<file path="src/rtl/mcu_pkg.sv">
// Shared MCU constants: ALU opcodes, ARM-style condition codes and NZCV flag bit positions.
// Used by the ALU, the decoder, the branch unit and the writeback stage.
package mcu_pkg;

    localparam logic [2:0] ALU_AND = 3'b000;
    localparam logic [2:0] ALU_ORR = 3'b001;
    localparam logic [2:0] ALU_ADD = 3'b010;
    localparam logic [2:0] ALU_SUB = 3'b011;
    localparam logic [2:0] ALU_MOV = 3'b100;

    localparam logic [3:0] COND_EQ = 4'b0000;
    localparam logic [3:0] COND_NE = 4'b0001;
    localparam logic [3:0] COND_CS = 4'b0010;
    localparam logic [3:0] COND_CC = 4'b0011;
    localparam logic [3:0] COND_MI = 4'b0100;
    localparam logic [3:0] COND_PL = 4'b0101;
    localparam logic [3:0] COND_VS = 4'b0110;
    localparam logic [3:0] COND_VC = 4'b0111;
    localparam logic [3:0] COND_HI = 4'b1000;
    localparam logic [3:0] COND_LS = 4'b1001;
    localparam logic [3:0] COND_GE = 4'b1010;
    localparam logic [3:0] COND_LT = 4'b1011;
    localparam logic [3:0] COND_GT = 4'b1100;
    localparam logic [3:0] COND_LE = 4'b1101;
    localparam logic [3:0] COND_AL = 4'b1110;
    localparam logic [3:0] COND_NV = 4'b1111;

    localparam int FLAG_N = 3;
    localparam int FLAG_Z = 2;
    localparam int FLAG_C = 1;
    localparam int FLAG_V = 0;

    // Only ADD and SUB produce meaningful carry/overflow; logical ops leave C and V alone.
    function automatic logic op_writes_cv(input logic [2:0] op);
        return (op == ALU_ADD) || (op == ALU_SUB);
    endfunction

endpackage

</file>
<file path="src/rtl/cond_eval.sv">
// Combinational ARM-style condition evaluator over NZCV flags.
// Shared between the writeback stage and the branch unit.
module cond_eval
    import mcu_pkg::*;
(
    input  logic [3:0] cond,
    input  logic [3:0] flags,
    output logic       pass
);

    logic n, z, c, v;

    assign n = flags[FLAG_N];
    assign z = flags[FLAG_Z];
    assign c = flags[FLAG_C];
    assign v = flags[FLAG_V];

    always_comb begin
        pass = 1'b0;
        case (cond)
            COND_EQ: pass = z;
            COND_NE: pass = ~z;
            COND_CS: pass = c;
            COND_CC: pass = ~c;
            COND_MI: pass = n;
            COND_PL: pass = ~n;
            COND_VS: pass = v;
            COND_VC: pass = ~v;
            COND_HI: pass = c & ~z;
            COND_LS: pass = ~c | z;
            COND_GE: pass = (n == v);
            COND_LT: pass = (n != v);
            COND_GT: pass = ~z & (n == v);
            COND_LE: pass = z | (n != v);
            COND_AL: pass = 1'b1;
            default: pass = 1'b0;
        endcase
    end

endmodule

</file>
<file path="src/rtl/alu_writeback.sv">
// Execute-to-writeback stage: owns the NZCV register, applies condition codes and
// holds a one-entry writeback request for the register file; annulled instructions are counted.
module alu_writeback
    import mcu_pkg::*;
#(
    parameter int CNT_W = 16
) (
    input  logic             clk,
    input  logic             rst_n,
    input  logic             in_valid,
    output logic             in_ready,
    input  logic [31:0]      alu_result,
    input  logic [3:0]       alu_flags,
    input  logic [2:0]       alu_op,
    input  logic [3:0]       in_rd,
    input  logic             in_reg_write,
    input  logic             in_set_flags,
    input  logic [3:0]       in_cond,
    output logic             wb_valid,
    input  logic             wb_ready,
    output logic [3:0]       wb_rd,
    output logic [31:0]      wb_data,
    output logic             wb_we,
    output logic [3:0]       flags_q,
    output logic [CNT_W-1:0] annul_cnt
);

    logic pass;
    logic legal;
    logic acc;
    logic exec;
    logic annul;

    cond_eval u_cond_eval (
        .cond  (in_cond),
        .flags (flags_q),
        .pass  (pass)
    );

    // Gated by rst_n so nothing is accepted while the stage is held in reset.
    assign in_ready = rst_n & (~wb_valid | wb_ready);
    assign acc      = in_valid & in_ready;
    assign legal    = (alu_op <= ALU_MOV);
    assign exec     = acc & pass & legal;
    assign annul    = acc & ~exec;

    always_ff @(posedge clk) begin
        if (!rst_n) begin
            flags_q   <= '0;
            wb_valid  <= 1'b0;
            wb_we     <= 1'b0;
            wb_rd     <= '0;
            wb_data   <= '0;
            annul_cnt <= '0;
        end else begin
            if (exec && in_set_flags) begin
                flags_q[FLAG_N] <= alu_flags[FLAG_N];
                flags_q[FLAG_Z] <= alu_flags[FLAG_Z];
                if (op_writes_cv(alu_op)) begin
                    flags_q[FLAG_C] <= alu_flags[FLAG_C];
                    flags_q[FLAG_V] <= alu_flags[FLAG_V];
                end
            end

            // A new entry wins over a drain in the same cycle, giving full throughput.
            if (exec && in_reg_write) begin
                wb_valid <= 1'b1;
                wb_we    <= 1'b1;
                wb_rd    <= in_rd;
                wb_data  <= alu_result;
            end else if (wb_valid && wb_ready) begin
                wb_valid <= 1'b0;
            end

            if (annul && (annul_cnt != {CNT_W{1'b1}})) begin
                annul_cnt <= annul_cnt + 1'b1;
            end
        end
    end

endmodule

</file>
<file path="config.mk">
export PLATFORM = sky130hd
export DESIGN_NAME = alu_writeback
export DESIGN_NICKNAME = d
export VERILOG_FILES = /design/src/rtl/mcu_pkg.sv /design/src/rtl/cond_eval.sv /design/src/rtl/alu_writeback.sv
export SDC_FILE = /design/constraint.sdc
export NUM_CORES = 1
export LEC_CHECK = 0
export CAP_MARGIN = 20
export CORE_ASPECT_RATIO = 0.75
export CORE_MARGIN = 1
export CORE_UTILIZATION = 47
export DETAILED_ROUTE_END_ITERATION = 12
export PLACE_DENSITY = 0.86
export SLEW_MARGIN = 25
export SYNTH_ARGS = -nofsm -noshare
export SYNTH_HDL_FRONTEND = slang
export SYNTH_SLANG_ARGS = --single-unit
</file>
<file path="constraint.sdc">
create_clock -name clk -period 6.3 [get_ports clk]
set_input_delay 0.945 -clock clk [delete_from_list [all_inputs] [get_ports clk]]
set_output_delay 0.945 -clock clk [all_outputs]
set_load 0.02 [all_outputs]
</file>
# Yosys cells after proc, flatten, opt, wreduce, memory -nomap -nowiden
# Index checks and enable logic that the tools add are counted.
op_classes:
  order_cmp: 1
  n_addsub: 1
  eq_ne: 19
  n_bitwise: 16
  muxes: 3
  n_reduce_logical: 8
op_table:
  columns: ["cell", "n"]
  rows:
  - ["equality test 4 bit (second input constant)", 7]
  - ["adder 16 x 1 -> 16 bit (second input constant)", 1]
  - ["equality test 4 x 3 -> 1 bit (second input constant)", 4]
  - ["!= test 16 bit (second input constant)", 1]
  - ["one-hot mux 1 bit (15 select lines)", 1]
  - ["equality test 4 x 2 -> 1 bit (second input constant)", 2]
  - ["bitwise AND 1 bit", 7]
  - ["equality test 3 x 2 -> 1 bit (second input constant)", 2]
  - ["inverter 1 bit", 6]
  - ["equality test 4 x 1 -> 1 bit (second input constant)", 1]
  - ["logical AND 1 bit", 4]
  - ["zero test 4 bit", 1]
  - ["less-or-equal comparator 3 bit (second input constant)", 1]
  - ["OR 1 bit", 3]
  - ["two-way mux 1 bit", 2]
  - ["AND reduction 2 bit", 1]
  - ["nonzero test 2 bit", 1]
  - ["equality test 1 bit", 1]
  - ["logical OR 1 bit", 1]
  - ["!= test 1 bit", 1]
word_totals:
  reg_bits: 58
  output_inout_bits: 59
  wordCells: 55

# Longest topological paths before layout
depth:
  word_depth: 9
  mapped_depth: 9
  ltp_nobuf: 6

# By module
# A second synthesis with hierarchy kept.
hier_totals:
  cells_unflattened: 338
  hier_area_um2: 2849.0
by_module_without_submodules:
  columns: ["mod", "cells_each", "area_per_inst_um2", "instances"]
  rows:
  - ["alu_writeback", 310, 2655.0, 1]
  - ["cond_eval", 28, 193.9, 1]

# Least setup slack after synthesis
# OpenSTA, ideal clock, no wires.
synth_path:
  path_type: "input to register"
  from: "in in_cond[1]"
  to: "reg wb_data[0]"
  setup_slack_ns: 3.559
  arrival_time_ns: 2.626
  setup_ns: 0.115
  path_stages: 7
  cell_sequence: "buf_2 -> or4b_1 -> a31oi_1 -> a211oi_2 -> a311oi_4 -> buf_6 -> o21ai_2"
synth_between:
  elab_chain_cells: 5
synth_rtl:
  columns: ["item", "line_no", "source"]
  rows:
  - ["from (decl)", "alu_writeback.sv:18", "input logic [3:0] in_cond,"]
  - ["equality test 4 bit, or another cell as far along", "cond_eval.sv:20", "case (cond)"]
  - ["one-hot mux 1 bit (15 select lines) *", "cond_eval.sv:20", null]
  - ["bitwise AND 1 bit * (2 in a row)", "alu_writeback.sv:44", "assign exec = acc & pass & legal;"]
  - ["logical AND 1 bit *", "alu_writeback.sv:66", "if (exec && in_reg_write) begin"]
  - ["to (signal assigned)", "alu_writeback.sv:70", "wb_data <= alu_result;"]
  - ["to (decl)", "alu_writeback.sv:22", "output logic [31:0] wb_data,"]
# Mark *: on every way between the ends. The rest lies on a longest branch, timed or not.
# A chain may end at the register's enable or synchronous reset.

# Worst setup path after layout
layout_path:
  from: "in rst_n"
  to: "reg wb_data[21]"
layout_between:
  elab_chain_cells: 5
layout_rtl:
  columns: ["item", "line_no", "source"]
  rows:
  - ["from (decl)", "alu_writeback.sv:9", "input logic rst_n,"]
  - ["bitwise AND 1 bit", "alu_writeback.sv:41", "assign in_ready = rst_n & (~wb_valid | wb_ready);"]
  - ["bitwise AND 1 bit", "alu_writeback.sv:42", "assign acc = in_valid & in_ready;"]
  - ["bitwise AND 1 bit (2 in a row)", "alu_writeback.sv:44", null]
  - ["logical AND 1 bit", "alu_writeback.sv:66", null]
# Several ways; a longest one is shown, not always the timed one.

==> results.yml <==
sta:
  hold_viol_final: 0
  setup_viol: 0
  fin_setup_tns_ps: 0
  slew_headroom_pct: 42.1
  min_period_over_period_pct: 55.9
  fin_skew_ps: 6.78
  slew_violations: 0
  worst_pin_slew_ps: 868
  rsz0062_at_grt: "no"
  fmax_mhz: 284
  finalCriticalPeriod_ps: 3520
synthesis:
  synth_edf_count: 0
  synth-seq-area-share_pct: 41.1
  syn_area_mm2: 0.00282
  synth_top_area_share_pct: 41.1
  synth_top_cell_by_area: "dfxtp_1"
  synthTopCellsByCount: "59 x nand2_1, 58 x dfxtp_1, 29 x nand2_2, 29 x o21ai_2, 12 x a21oi_1"
  synthArstFlopShare_pct: 0
  syn_avg_cell_area_um2: 8.88
  yosysWarnings: 0
  synth_seq_cells: 58
  synth_ff_type: "dfxtp_1"
  syn-num-nets: 372
  synth_cells: 318
  yosysMostFrequentCell: "nand2_1"
  yosys-top-cells-area: "dfxtp_1 41%, o21ai_2 9.0%, nand2_1 7.8%"
  synth.distinct_cells: 47
critical_path:
  critPathKind: "in -> reg"
  r2r-end: "wb_data[21]"
  ff2ff_setup_slack_ps: 3750
  worstPathArrival_ps: 3790
  critPathMaxFanout: 49
  reg2reg_depth: 8
  critPathLaunchType: "input pin"
  required_ps: 6570
  worstReg2RegStart: "wb_valid"
  cp-end-kind: "register"
finish:
  layout.nets: 475
  synthToLayoutAreaGrowth_pct: 44.9
  drive_above_1_share_pct: 19.5
  nFillCells: 413
  final_cell_area_mm2: 0.00409
  instances_no_fill: 504
  num_antenna_cells: 0
place:
  dpl.cell_count: 487
  io_buffers: 111
  dp_hpwl_um: 4730
  placed_cell_area_mm2: 0.00389
  gp_congestion: 0.847
clocking:
  clk_pin_slew_ps: 60
  cts_tree: "yes"
  cts_sinks: 58
  htree_levels: 3
  post_cts_buffers: 0
  clockBufferDepth: 2
  cts_hold_buf: 0
  cts-buffers-inserted: 9
  cts_resized: 0
  clockRootBuffer: "clkbuf_8"
  worst_skew_pair.late_latency_ps: 330
global_route:
  grt_max_degree: 74
  track_usage_pct: 22.2
  antenna_found_initial: 0
  grt_first_pass_wirelength_um: 11200
  grt_pass1_vias: 2373
  grt_overflow_total: 0
pwr:
  pwr_density_cell_mw_per_mm2: 201
  switching_share_pct: 25.1
  power.switching_mw: 0.206
  seqPwrFrac_pct: 46.7
  report.power.total_mw: 0.822
  ir_worst_vdd_v: 0.000115
  p_clk_share_pct: 39.8
  power.leakage_nw: 1.46
  p_int_mw: 0.616
  combPwrFrac_pct: 13.5
floorplan:
  io_pins: 112
  core_mm2: 0.00580
  dieArea_mm2: 0.00633
  die_h_um: 69.1
  die_x_um: 91.5
  row_count: 24
  start_util_pct: 48.7
status:
  status: "complete, no violations"
run:
  max_cap_violations: 0
route:
  first_pass_iters: 4
  vias_per_cell: 5.14
  drc: 0
  ant_nets: 0
  drt_wl_total_um: 6700
  wire_per_inst_um: 13.3
  vias: 2592
  drt_iter0_drc: 157
worst_hold_path:
  holdCritPathClass: "reg -> reg"
  min_delay_path_depth: 2
  min_from: "wb_data[21]"
  holdPathEnd: "wb_data[21]"
[state kept, by name (all words and copies together), names as in the netlist]
| register | cells |
|---|---|
| wb_we | 1 |
| annul_cnt | 16 |
| wb_rd | 4 |
| wb_valid | 1 |
| flags_q | 4 |
| wb_data | 32 |
[stage by stage]
stage	worst slack [ps]	hold slack, ps	utilization (%)
floorplan	3560	527	-
global placement	2360	436	66.9
detailed placement	2300	441	67.1
CTS	2650	451	70.3
global route	2530	471	70.6
finish	2780	448	70.6
[metal layers]
layer	share of wire [%]	vias up	GRT usage (%)
met4	0.91	0	7.41
met1	47	1179	28.7
met2	47	80	34.1
met3	5.2	6	8.17
met5	0	-	0
li1	-	1327	-
[cell type report]
class                      count  area [µm²]  share of cell area (%)
multi-input combinational    233        1490                    36.4
clock buffer                  11         131                    3.21
tap                           78        97.6                    2.38
sequential                    58        1160                    28.4
timing repair buffer         113        1130                    27.7
clock inverter                 5        55.1                    1.35
inverter                       6        22.5                   0.550
[worst max path at each step]
| stage | from | to | slack [ps] |
|---|---|---|---|
| global placement | rst_n | flags_q[0] | 2360 |
| global route | rst_n | wb_data[19] | 2530 |
| finish | rst_n | wb_data[21] | 2780 |
| CTS | rst_n | wb_data[21] | 2650 |
| floorplan | in_cond[1] | wb_data[0] | 3560 |
| detailed placement | rst_n | wb_data[21] | 2300 |
[cells by family after synthesis]
| kind of cell | Yosys count | synth area share, % |
|---|---|---|
| compound gates | 72 | 19.8 |
| xor+xnor | 2 | 0.620 |
| fa+ha+maj | 1 | 0.443 |
| buf+inv | 27 | 6.38 |
| flops | 58 | 41.1 |
| mux | 9 | 3.23 |
| simple gates | 149 | 28.4 |
[placed cells by master, fill, tap and decap left out, types with 4 or more instances in the layout]
cell type / n
nand4_1: 8
nand2_1: 59
nand2_2: 29
o21ai_0: 8
nand2b_1: 4
inv_1: 6
o21ai_2: 29
nand3_1: 10
a21oi_1: 12
and3_1: 6
or3_1: 8
o21ai_1: 7
clkdlybuf4s50_1: 110
dfxtp_1: 58
mux2i_1: 8
clkbuf_8: 9
[worst max-delay path, cell delays in order]
cell and delay (ps):
buf_2 640, and3_1 570, nand3_1 280, a311oi_4 330, buf_4 520, buf_12 300, nand2_1 90, o21ai_1 70
[power by group through the flow]
stage          clock (mW)  sequential (mW)  combinational, mW
2_1_floorplan           0            0.403             0.0420
3_3_place_gp            0            0.392              0.108
3_5_place_dp            0            0.392              0.111
4_1_cts             0.336            0.384              0.111
5_1_grt             0.357            0.385              0.120
6_report            0.327            0.384              0.111
Power figures use the tool's default switching activity.
